`src/rtl/key_debounce_array_pkg.sv`:
```
// Shared widths, parameter-legality helpers and repeat-phase type for the key debounce array.
package key_debounce_array_pkg;

    typedef enum logic [1:0] {
        StIdle,
        StDelay,
        StRepeat
    } rep_state_e;

    function automatic int unsigned dbc_width(input int unsigned debounce_cycles);
        return $clog2(debounce_cycles);
    endfunction

    function automatic int unsigned hc_width(input int unsigned delay, input int unsigned period);
        return $clog2(((delay > period) ? delay : period) + 1);
    endfunction

    function automatic bit params_legal(input int unsigned debounce_cycles,
                                        input int unsigned delay,
                                        input int unsigned period);
        return (debounce_cycles >= 2) && (delay >= 1) && (period >= 1);
    endfunction

endpackage

```
`src/rtl/key_debounce_channel.sv`:
```
// One key: 2-flop synchroniser, debounce counter, hold/auto-repeat counter and
// registered press/release/repeat strobes.
module key_debounce_channel
    import key_debounce_array_pkg::*;
#(
    parameter int unsigned DEBOUNCE_CYCLES = 1000000,
    parameter int unsigned REPEAT_DELAY    = 25000000,
    parameter int unsigned REPEAT_PERIOD   = 5000000,
    parameter bit          ACTIVE_LOW      = 1'b1
) (
    input  logic clk,
    input  logic rst_n,
    input  logic key_in,
    input  logic repeat_en,
    output logic key_state,
    output logic press_pulse,
    output logic release_pulse,
    output logic repeat_pulse
);

    localparam int unsigned     DbcW       = dbc_width(DEBOUNCE_CYCLES);
    localparam int unsigned     HcW        = hc_width(REPEAT_DELAY, REPEAT_PERIOD);
    localparam logic [DbcW-1:0] DbcLast    = DbcW'(DEBOUNCE_CYCLES - 1);
    localparam logic [HcW-1:0]  DelayLast  = HcW'(REPEAT_DELAY - 1);
    localparam logic [HcW-1:0]  PeriodLast = HcW'(REPEAT_PERIOD - 1);

    logic            sync1_q, sync2_q;
    logic            pressed;
    logic [DbcW-1:0] dbc_q, dbc_d;
    logic            key_state_q;
    logic            toggle;
    logic            press_pulse_q, release_pulse_q, repeat_pulse_q;
    logic [HcW-1:0]  hc_q, hc_d;
    logic [HcW-1:0]  hc_target;
    logic            hold_active;
    logic            fire;
    rep_state_e      rep_state_q, rep_state_d;

    // Reset loads the released pin level so a held key is seen as a fresh press.
    always_ff @(posedge clk or negedge rst_n) begin
        if (!rst_n) begin
            sync1_q <= ACTIVE_LOW;
            sync2_q <= ACTIVE_LOW;
        end else begin
            sync1_q <= key_in;
            sync2_q <= sync1_q;
        end
    end

    assign pressed = sync2_q ^ ACTIVE_LOW;

    always_comb begin
        toggle = 1'b0;
        dbc_d  = dbc_q;
        if (pressed == key_state_q) begin
            dbc_d = '0;
        end else if (dbc_q == DbcLast) begin
            toggle = 1'b1;
            dbc_d  = '0;
        end else begin
            dbc_d = dbc_q + DbcW'(1);
        end
    end

    always_ff @(posedge clk or negedge rst_n) begin
        if (!rst_n) begin
            dbc_q           <= '0;
            key_state_q     <= 1'b0;
            press_pulse_q   <= 1'b0;
            release_pulse_q <= 1'b0;
        end else begin
            dbc_q           <= dbc_d;
            key_state_q     <= key_state_q ^ toggle;
            press_pulse_q   <= toggle & ~key_state_q;
            release_pulse_q <= toggle & key_state_q;
        end
    end

    // A toggle while the key is down is a release, which must kill repeats in that same cycle.
    assign hold_active = key_state_q & repeat_en & ~toggle;

    always_ff @(posedge clk or negedge rst_n) begin
        if (!rst_n) begin
            rep_state_q <= StIdle;
        end else begin
            rep_state_q <= rep_state_d;
        end
    end

    always_comb begin
        rep_state_d = rep_state_q;
        if (!hold_active) begin
            rep_state_d = StIdle;
        end else if (fire) begin
            rep_state_d = StRepeat;
        end else if (rep_state_q == StIdle) begin
            rep_state_d = StDelay;
        end
    end

    always_comb begin
        hc_target = DelayLast;
        unique case (rep_state_q)
            StRepeat: hc_target = PeriodLast;
            default:  hc_target = DelayLast;
        endcase
        fire = hold_active && (hc_q == hc_target);
    end

    always_comb begin
        hc_d = '0;
        if (hold_active && !fire) begin
            hc_d = hc_q + HcW'(1);
        end
    end

    always_ff @(posedge clk or negedge rst_n) begin
        if (!rst_n) begin
            hc_q           <= '0;
            repeat_pulse_q <= 1'b0;
        end else begin
            hc_q           <= hc_d;
            repeat_pulse_q <= fire;
        end
    end

    assign key_state     = key_state_q;
    assign press_pulse   = press_pulse_q;
    assign release_pulse = release_pulse_q;
    assign repeat_pulse  = repeat_pulse_q;

endmodule

```
`src/rtl/key_debounce_array.sv`:
```
// N-channel push-button conditioner: one independent debounce/auto-repeat channel per key pin.
module key_debounce_array
    import key_debounce_array_pkg::*;
#(
    parameter int unsigned NUM_KEYS        = 3,
    parameter int unsigned DEBOUNCE_CYCLES = 1000000,
    parameter int unsigned REPEAT_DELAY    = 25000000,
    parameter int unsigned REPEAT_PERIOD   = 5000000,
    parameter bit          ACTIVE_LOW      = 1'b1
) (
    input  logic                clk,
    input  logic                rst_n,
    input  logic [NUM_KEYS-1:0] key_in,
    input  logic [NUM_KEYS-1:0] repeat_en,
    output logic [NUM_KEYS-1:0] key_state,
    output logic [NUM_KEYS-1:0] press_pulse,
    output logic [NUM_KEYS-1:0] release_pulse,
    output logic [NUM_KEYS-1:0] repeat_pulse
);

    if (!params_legal(DEBOUNCE_CYCLES, REPEAT_DELAY, REPEAT_PERIOD)) begin : g_bad_params
        $error("key_debounce_array: need DEBOUNCE_CYCLES>=2, REPEAT_DELAY>=1, REPEAT_PERIOD>=1");
    end

    if (NUM_KEYS < 1) begin : g_bad_num_keys
        $error("key_debounce_array: NUM_KEYS must be at least 1");
    end

    for (genvar i = 0; i < NUM_KEYS; i++) begin : g_key
        key_debounce_channel #(
            .DEBOUNCE_CYCLES (DEBOUNCE_CYCLES),
            .REPEAT_DELAY    (REPEAT_DELAY),
            .REPEAT_PERIOD   (REPEAT_PERIOD),
            .ACTIVE_LOW      (ACTIVE_LOW)
        ) u_channel (
            .clk           (clk),
            .rst_n         (rst_n),
            .key_in        (key_in[i]),
            .repeat_en     (repeat_en[i]),
            .key_state     (key_state[i]),
            .press_pulse   (press_pulse[i]),
            .release_pulse (release_pulse[i]),
            .repeat_pulse  (repeat_pulse[i])
        );
    end

endmodule

```
`config.mk`:
```
export PLATFORM = sky130hd
export DESIGN_NAME = key_debounce_array
export DESIGN_NICKNAME = d
export VERILOG_FILES = /design/src/rtl/key_debounce_array_pkg.sv /design/src/rtl/key_debounce_channel.sv /design/src/rtl/key_debounce_array.sv
export SDC_FILE = /design/constraint.sdc
export NUM_CORES = 1
export LEC_CHECK = 0
export ABC_AREA = 1
export ABC_CLOCK_PERIOD_IN_PS = 4400
export CORE_AREA = 2 2 164 126
export CTS_BUF_LIST = sky130_fd_sc_hd__clkbuf_16
export DETAILED_ROUTE_END_ITERATION = 8
export DIE_AREA = 0 0 166 128
export PLACE_DENSITY = 0.67
export SLEW_MARGIN = 20
export SYNTH_ARGS = -nofsm -noshare
export SYNTH_HDL_FRONTEND = slang
export SYNTH_HIERARCHICAL = 1
export SYNTH_SLANG_ARGS = --single-unit
```
`constraint.sdc`:
```
create_clock -name clk -period 4.4 [get_ports clk]
set_input_delay 0.66 -clock clk [delete_from_list [all_inputs] [get_ports clk]]
set_output_delay 0.66 -clock clk [all_outputs]
set_load 0.01 [all_outputs]
```
==> results of run 1 <==
-- power groups by stage --
stage               Combinational [mW]  Clock (mW)  Sequential, mW
floorplan                       0.0251           0            1.51
global placement                0.0697           0            1.51
detailed placement              0.0706           0            1.51
CTS                             0.0714        1.58            1.48
global route                    0.0806        1.65            1.48
finish                          0.0679        1.54            1.48
-- final timing paths --
path	slack, ps	cells after the start	startpoint	to
hold / removal	350	1	rst_n	g_key[1].u_channel/dbc_q[17]$_DFF_PN0_
setup reg to reg	2630	8	g_key[0].u_channel/dbc_q[0]$_DFF_PN0_	g_key[0].u_channel/hc_q[2]$_DFF_PN0_
min in group clk	360	0	g_key[2].u_channel/sync1_q$_DFF_PN1_	g_key[2].u_channel/sync2_q$_DFF_PN1_
hold reg to reg	360	0	g_key[2].u_channel/sync1_q$_DFF_PN1_	g_key[2].u_channel/sync2_q$_DFF_PN1_
max in group asynchronous	3150	2	rst_n	g_key[2].u_channel/sync2_q$_DFF_PN1_
setup / recovery	2250	1	g_key[2].u_channel/key_state$_DFF_PN0_	key_state[2]
-- layout make-up --
class,count,area [sq um]
flip-flops and latches,159,3990
multi-input cells,807,4110
fillers,1875,10000
repair buffers,20,211
well taps,258,323
clock buffers,17,425
clock inverters,15,193
inverters,135,507
-- stage by stage --
stage               hold WS (ps)  area [sq um]  cells   util  setup slack (ps)
floorplan                    345          8670   1107      -              2930
global placement             346          9140   1379  0.463              2610
detailed placement           347          9140   1379  0.463              2570
CTS                          356          9760   1411  0.494              2210
global route                 359          9760   1411  0.494              2180
finish                       351          9760   1411  0.494              2250
-- placed cells by master (no fill, tap or decap) --
cell type and n:
nor2_1 267, nand2_1 252, dfrtp_1 153, inv_1 128, nand3_1 60, xor2_1 57
xnor2_1 36, nor3_1 33, nor2_2 18, clkdlybuf4s50_1 18, clkbuf_16 17, nor2_4 12
nand4_1 12, nand2_2 12, a21oi_1 12, ha_1 12, inv_2 9, nand3_2 6
dfstp_2 6, bufinv_16 4, clkinvlp_4 3, inv_6 3, nand2_4 3, o21bai_1 3
nand3_4 3, a31oi_4 3, nor3_2 3, o21ai_0 3, clkinv_1 2, clkinv_4 1
buf_6 1, buf_12 1
-- logic make-up (layout without fill, tap and decap cells) --
kind of cell,after synthesis,after routing
AOI/OAI and AO/OA,21,21
xor gates and xnor gates,93,93
adders and majority gates,12,12
buffers and inverters,141,187
DFF,159,159
and+or+nand+nor,681,681
-- flip-flops by register name (all words and copies together) (netlist names) --
signal                         cells
g_key.u_channel/press_pulse        3
g_key.u_channel/repeat_pulse       3
g_key.u_channel/sync2_q            3
g_key.u_channel/hc_q              75
g_key.u_channel/release_pulse      3
g_key.u_channel/sync1_q            3
g_key.u_channel/dbc_q             60
g_key.u_channel/rep_state_q        6
g_key.u_channel/key_state          3
-- routing by layer --
layer / GRT usage / vias up / wire, microns / part of all wire
met3: 0.0343 / 8 / 656 / 0.039
met4: 0.0332 / 0 / 100 / 0.0059
met5: 0 / - / 0 / 0
met1: 0.250 / 3165 / 8860 / 0.53
li1: - / 3451 / - / -
met2: 0.262 / 111 / 7240 / 0.43
==> impl_metrics.ini, run 1 <==
[run_status]
status = complete, no violations

[yosys]
avgSynthCellArea_sq_um = 7.84
synthAdderAreaFrac = 0.0173
ys_ff_latch = 159
synthFlopType = dfrtp_1
yosysWarnings = 6
synthDistinctLibCells = 24
async_flop_share = 1.00
syn_nets = 1127
synth.area.top_cells = dfrtp_1 44%, nor2_1 12%, nand2_1 11%
synthesis.area_sq_um = 8670
synth_top_family_by_area = simple AND/OR/NAND/NOR gates
synth_compound_gate_area_share = 0.0186
synthMuxAreaShare = 0
synthMostInstantiatedCell = nor2_1
synth_cells = 1107
yosysTopAreaCellShare = 0.441
synthSimpleGateAreaFrac = 0.344
synth_top_cells_by_count = 267 x nor2_1, 252 x nand2_1, 153 x dfrtp_1
synth_edf_count = 0
yosys.area.top_type = dfrtp_1
seq_area_frac_synth = 0.460
synth_xor_area_frac = 0.0939

[route]
wl_per_cell_microns = 11.9
vias_per_cell = 4.77
dr.pass1.iters = 5
wl_microns = 16900
vias = 6735
drc = 0
drt_first_iter_violations = 494
postRouteAntennaNets = 0

[critical_path]
critPathLaunchType = flip-flop
crit_path_end_kind = output pin
crit_family = buffers and inverters
cp.required_ps = 3740
path_buf_inv = 1
max_stage_delay_ps = 590
path_class = reg2out
cp.arrival_ps = 1490
crit_chain = clkdlybuf4s50_1
crit_fanout = 5
slowest_stage = clkdlybuf4s50_1

[global_route]
track_usage = 0.170
antenna_found_initial = 0
first_global_vias = 6438
grt_pass1_wl_microns = 30000
grt_max_degree = 102
grt-ovfl-total = 0

[floorplan]
die_y_microns = 128
initial_core_util = 0.439
num_rows = 45
die_w_microns = 166
io_pins = 20
core_sq_um = 19800
die_area_sq_um = 21200

[timing]
finClkSkew_ps = 10.1
rsz0062_at_grt = no
fin_crit_ps = 2150
setup_viol = 0
tns_ps = 0
tightest_slew_ps = 931
maxSlewViolCount = 0
finalHoldViolCount = 0
slew_headroom = 0.380
layout_worst_path_cycle_share = 0.489
fmax_mhz = 465

[clock_tree]
insertion_delay_ps = 420
cts_made_buffers = 17
ctsHoldBuffers = 0
cts_htree_levels = 4
cts_num_sinks = 159
ctsResizeCount = 0
cts_tree = built
cts_setup_buffers = 0
cts_root_buffer = clkbuf_16
clk_pin_slew_ps = 70
clockBufferDepth = 2

[placement]
hpwl_microns = 11900
port-buffer-count = 19
place_congestion = 0.884

[final_layout]
drive_above_1_share = 0.0911
syn_to_final_growth_pct = 12.5
fin_nets = 1160
n_antenna_cell = 0

[power]
switching_share = 0.211
powerDensity_nw_per_um2 = 317
clockPowerShare = 0.499
p_leak_nw = 4.15
netSwitchingPower_mw = 0.651
vdd_drop_max_mv = 0.215
p_total_mw = 3.09
intPower_mw = 2.44
seqPwrFrac = 0.479
p_comb_frac = 0.022

[hold_path]
hp-class = in2async

[flow_run]
cap_violations = 0
(Power assumes the default switching activity.)
==> inputs of run 2 (changes only) <==
--- a/config.mk
+++ b/config.mk
@@ -6,7 +6,7 @@
 export NUM_CORES = 1
 export LEC_CHECK = 0
 export ABC_AREA = 1
-export ABC_CLOCK_PERIOD_IN_PS = 4400
+export ABC_CLOCK_PERIOD_IN_PS = 2100
 export CORE_AREA = 2 2 164 126
 export CTS_BUF_LIST = sky130_fd_sc_hd__clkbuf_16
 export DETAILED_ROUTE_END_ITERATION = 8
==> constraint.sdc (replaced) <==
create_clock -name clk -period 2.1 [get_ports clk]
set_input_delay 0.315 -clock clk [delete_from_list [all_inputs] [get_ports clk]]
set_output_delay 0.315 -clock clk [all_outputs]
set_load 0.01 [all_outputs]
==> impl_metrics.ini, run 2 (same netlist as run 1, synthesis figures left out) <==
[route]
wl_per_cell_microns = 12.0
dr.pass1.iters = 5
drt_first_iter_violations = 521
wl_microns = 17100
vias_per_cell = 4.73
postRouteAntennaNets = 0
vias = 6708
drc = 0

[flow_run]
cap_violations = 0

[hold_path]
hp-class = in2reg
hold_start = key_in[0]
holdPathStages = 1
hold_end = g_key[0].u_channel/sync1_q$_DFF_PN1_

[critical_path]
crit_fanout = 4
cp.required_ps = 1780
path_buf_inv = 2
crit_chain = buf_4 > clkdlybuf4s50_1
timing.rr.start = g_key[0].u_channel/dbc_q[0]$_DFF_PN0_
r2r_end = g_key[0].u_channel/hc_q[16]$_DFF_PN0_
crit_path_end_kind = output pin
critPathLaunchType = flip-flop
max_stage_delay_ps = 540
r2r_cells = 8
path_class = reg2out
reg2reg_setup_slack_ps = 430
crit_family = buffers and inverters
cp.arrival_ps = 1490
slowest_stage = clkdlybuf4s50_1

[timing]
fin_crit_ps = 1800
tightest_slew_ps = 460
whs_ps = 290
layout_worst_path_cycle_share = 0.860
fmax_mhz = 554
setup_viol = 0
maxSlewViolCount = 0
finClkSkew_ps = 9.68
rsz0062_at_grt = no
tns_ps = 0
finalHoldViolCount = 0
slew_headroom = 0.693

[floorplan]
io_pins = 20
core_sq_um = 19800
initial_core_util = 0.439
die_area_sq_um = 21200
die_w_microns = 166
die_y_microns = 128
num_rows = 45

[clock_tree]
cts_num_sinks = 159
clockBufferDepth = 2
cts_root_buffer = clkbuf_16
clk_pin_slew_ps = 60
cts_htree_levels = 4
cts_made_buffers = 17
insertion_delay_ps = 430
cts_tree = built

[final_layout]
mostFrequentLayoutCell = nor2_1
fillers = 1901
largest_register = g_key.u_channel/hc_q
n_antenna_cell = 0
largest_reg_flops = 75
final_cell_mix = 267 x nor2_1, 252 x nand2_1, 153 x dfrtp_1, 127 x inv_1, 60 x nand3_1
top_regs = g_key.u_channel/hc_q (75), g_key.u_channel/dbc_q (60), g_key.u_channel/rep_state_q (6)
fin_nets = 1168
syn_to_final_growth_pct = 12.8
drive_above_1_share = 0.0991

[placement]
hpwl_microns = 12400
port-buffer-count = 19
place_congestion = 0.872

[power]
powerDensity_nw_per_um2 = 652
vdd_drop_max_mv = 0.472
p_leak_nw = 4.18

[global_route]
track_usage = 0.172
antenna_found_initial = 0
grt_max_degree = 51
grt-ovfl-total = 0
first_global_vias = 6436
grt_pass1_wl_microns = 30100

[run_status]
status = complete, no violations
==> run 2: report_power, final <==
group | internal [mW] | switching [mW]
Sequential | 3.09 | 0.0148
Combinational | 0.0442 | 0.106
Clock | 1.87 | 1.26
Total | 5.00 | 1.38
==> run 2: per-stage QoR <==
step / utilization / total power [mW] / instances / setup slack, ps / instance area, sq um
6_report: 0.495 / 6.38 / 1419 / 295 / 9790
5_1_grt: 0.495 / 6.63 / 1419 / 236 / 9790
4_1_cts: 0.495 / 6.47 / 1419 / 269 / 9790
3_5_place_dp: 0.465 / 3.31 / 1386 / 437 / 9180
3_3_place_gp: 0.465 / 3.31 / 1386 / 504 / 9180
2_1_floorplan: - / 3.21 / 1107 / 626 / 8670
==> run 2: what timing repair did <==
item,4_1_cts,5_1_grt
setup buffers,0,0
endpoints found under the hold margin,41,0
resized for setup,0,0
hold buffers,1,0
==> run 2: worst max-delay path by stage <==
stage	end	cells past startpoint	slack [ps]	from
global placement	g_key[0].u_channel/hc_q[19]$_DFF_PN0_	8	500	g_key[0].u_channel/dbc_q[0]$_DFF_PN0_
CTS	key_state[2]	2	270	g_key[2].u_channel/key_state$_DFF_PN0_
detailed placement	g_key[2].u_channel/hc_q[8]$_DFF_PN0_	8	440	g_key[2].u_channel/dbc_q[0]$_DFF_PN0_
finish	key_state[2]	2	300	g_key[2].u_channel/key_state$_DFF_PN0_
global route	key_state[2]	2	240	g_key[2].u_channel/key_state$_DFF_PN0_
floorplan	g_key[0].u_channel/hc_q[10]$_DFF_PN0_	9	630	g_key[0].u_channel/dbc_q[0]$_DFF_PN0_
==> run 2: cell type report <==
type	count	area (sq um)	share of cell area
inverters	135	507	0.0518
clock buffers	17	425	0.0435
clock inverters	15	170	0.0174
flip-flops and latches	159	3990	0.407
well taps	258	323	0.0330
repair buffers	28	262	0.0267
multi-input cells	807	4110	0.420
==> run 2: metal layers <==
metal,up-vias,part of all wire,track usage
met5,-,0,0
met4,0,0.0084,0.0425
met3,14,0.042,0.0389
met2,106,0.42,0.258
met1,3114,0.53,0.254
li1,3474,-,-
==> inputs of run 3 (changes only) <==
--- a/config.mk
+++ b/config.mk
@@ -8,7 +8,7 @@
 export ABC_AREA = 1
 export ABC_CLOCK_PERIOD_IN_PS = 2100
 export CORE_AREA = 2 2 164 126
-export CTS_BUF_LIST = sky130_fd_sc_hd__clkbuf_16
+export CTS_BUF_LIST = sky130_fd_sc_hd__clkbuf_8
 export DETAILED_ROUTE_END_ITERATION = 8
 export DIE_AREA = 0 0 166 128
 export PLACE_DENSITY = 0.67
==> impl_metrics.ini, run 3 (same netlist as run 1, synthesis figures left out) <==
[final_layout]
final_area_sq_um = 9600
drive_above_1_share = 0.0991
syn_to_final_growth_pct = 10.6
top_regs = g_key.u_channel/hc_q (75), g_key.u_channel/dbc_q (60), g_key.u_channel/rep_state_q (6)
n_antenna_cell = 0
largest_reg_flops = 75
largest_register = g_key.u_channel/hc_q
fin_nets = 1168
final_cell_mix = 267 x nor2_1, 252 x nand2_1, 153 x dfrtp_1, 127 x inv_1, 60 x nand3_1
mostFrequentLayoutCell = nor2_1

[critical_path]
slowest_stage = clkdlybuf4s50_1
path_class = reg2out
crit_path_end_kind = output pin
crit_chain = buf_4 > clkdlybuf4s50_1
critPathLaunchType = flip-flop
cp.arrival_ps = 1530
path_buf_inv = 2
crit_family = buffers and inverters
timing.rr.start = g_key[0].u_channel/dbc_q[0]$_DFF_PN0_
max_stage_delay_ps = 540
crit_fanout = 4
cp.required_ps = 1780
startpoint = g_key[2].u_channel/key_state$_DFF_PN0_

[route]
drt_first_iter_violations = 522
wl_per_cell_microns = 11.9
postRouteAntennaNets = 0
wl_microns = 16900
vias = 6703
vias_per_cell = 4.72
dr.pass1.iters = 5
drc = 0

[clock_tree]
cts_num_sinks = 159
cts_root_buffer = clkbuf_8
insertion_delay_ps = 460
cts_made_buffers = 17
ctsResizeCount = 0
clockBufferDepth = 2
cts_setup_buffers = 0
clk_pin_slew_ps = 90
cts_tree = built
cts_htree_levels = 4

[run_status]
status = complete, no violations

[timing]
setup_viol = 0
finalHoldViolCount = 0
tightest_slew_ps = 465
fmax_mhz = 543
fin_crit_ps = 1840
rsz0062_at_grt = no
layout_worst_path_cycle_share = 0.878
tns_ps = 0
finClkSkew_ps = 13.3
fin_ws_ps = 257
maxSlewViolCount = 0
slew_headroom = 0.690
whs_ps = 252

[placement]
place_congestion = 0.872
placed_cell_area_sq_um = 9180
port-buffer-count = 19
pre_cts_slack_ps = 437
hpwl_microns = 12400

[floorplan]
die_y_microns = 128
num_rows = 45
die_w_microns = 166
io_pins = 20
core_sq_um = 19800
initial_core_util = 0.439
die_area_sq_um = 21200

[global_route]
grtUsageMet3 = 0.0352
grt_use_met1 = 0.251
track_usage = 0.170
grt-ovfl-total = 0
grt_pass1_wl_microns = 29800
first_global_vias = 6363
grt_max_degree = 51
grt-busiest-layer = met2
met2_usage = 0.254
antenna_found_initial = 0

[power]
p_total_mw = 5.58
vdd_drop_max_mv = 0.390
powerDensity_nw_per_um2 = 582
p_leak_nw = 4.09

[hold_path]
hp-class = in2reg
hold_start = key_in[0]

[flow_run]
cap_violations = 0
-- run 3: cell counts in the layout (fill, tap and decap cells not counted) --
Identical to the previous run, type by type.
-- run 3: metrics by stage --
step | std cells | util
final | 1419 | 0.486
after global routing | 1419 | 0.486
after CTS | 1419 | 0.486
after detailed placement | 1386 | 0.465
after global placement | 1386 | 0.465
after floorplan | 1107 | -
-- run 3: metal layers --
metal,up-vias,wire length (microns)
li1,3471,-
met2,96,7020
met5,-,0
met3,20,584
met4,0,217
met1,3116,9070
-- run 3: final timing paths --
path / endpoint / slack [ps] / cells past startpoint
max: key_state[2] / 260 / 2
min: g_key[0].u_channel/sync1_q$_DFF_PN1_ / 250 / 1
max reg2reg: g_key[0].u_channel/hc_q[16]$_DFF_PN0_ / 430 / 8
min reg2reg: g_key[1].u_channel/sync2_q$_DFF_PN1_ / 350 / 0
max in group asynchronous: g_key[2].u_channel/sync2_q$_DFF_PN1_ / 1000 / 3
min in group asynchronous: g_key[1].u_channel/dbc_q[13]$_DFF_PN0_ / 370 / 2
-- run 3: worst register-to-register path: cells and delay by family, from the launching register on --
kind	cells	cell delay (ps)
simple gates	6	860
buf+inv	1	60
fa+ha+maj	1	250
flops	1	380
-- run 3: layout make-up --
| class | count | area, sq um |
|---|---|---|
| multi-input cells | 807 | 4110 |
| flip-flops and latches | 159 | 3990 |
| repair buffers | 28 | 262 |
| clock inverters | 15 | 170 |
| fillers | 1935 | 10200 |
| clock buffers | 17 | 234 |
| well taps | 258 | 323 |
| inverters | 135 | 507 |
-- run 3: repair_timing --
action                                  CTS  global route
endpoints found under the setup margin    0             0
hold endpoints to repair                 41             0
hold buffers                              1             0
-- run 3: where the power goes --
group	switching [mW]	total, mW	internal (mW)
Clock	1.16	2.33	1.17
Combinational	0.106	0.150	0.0443
Sequential	0.0148	3.10	3.08
Total	1.28	5.58	4.30
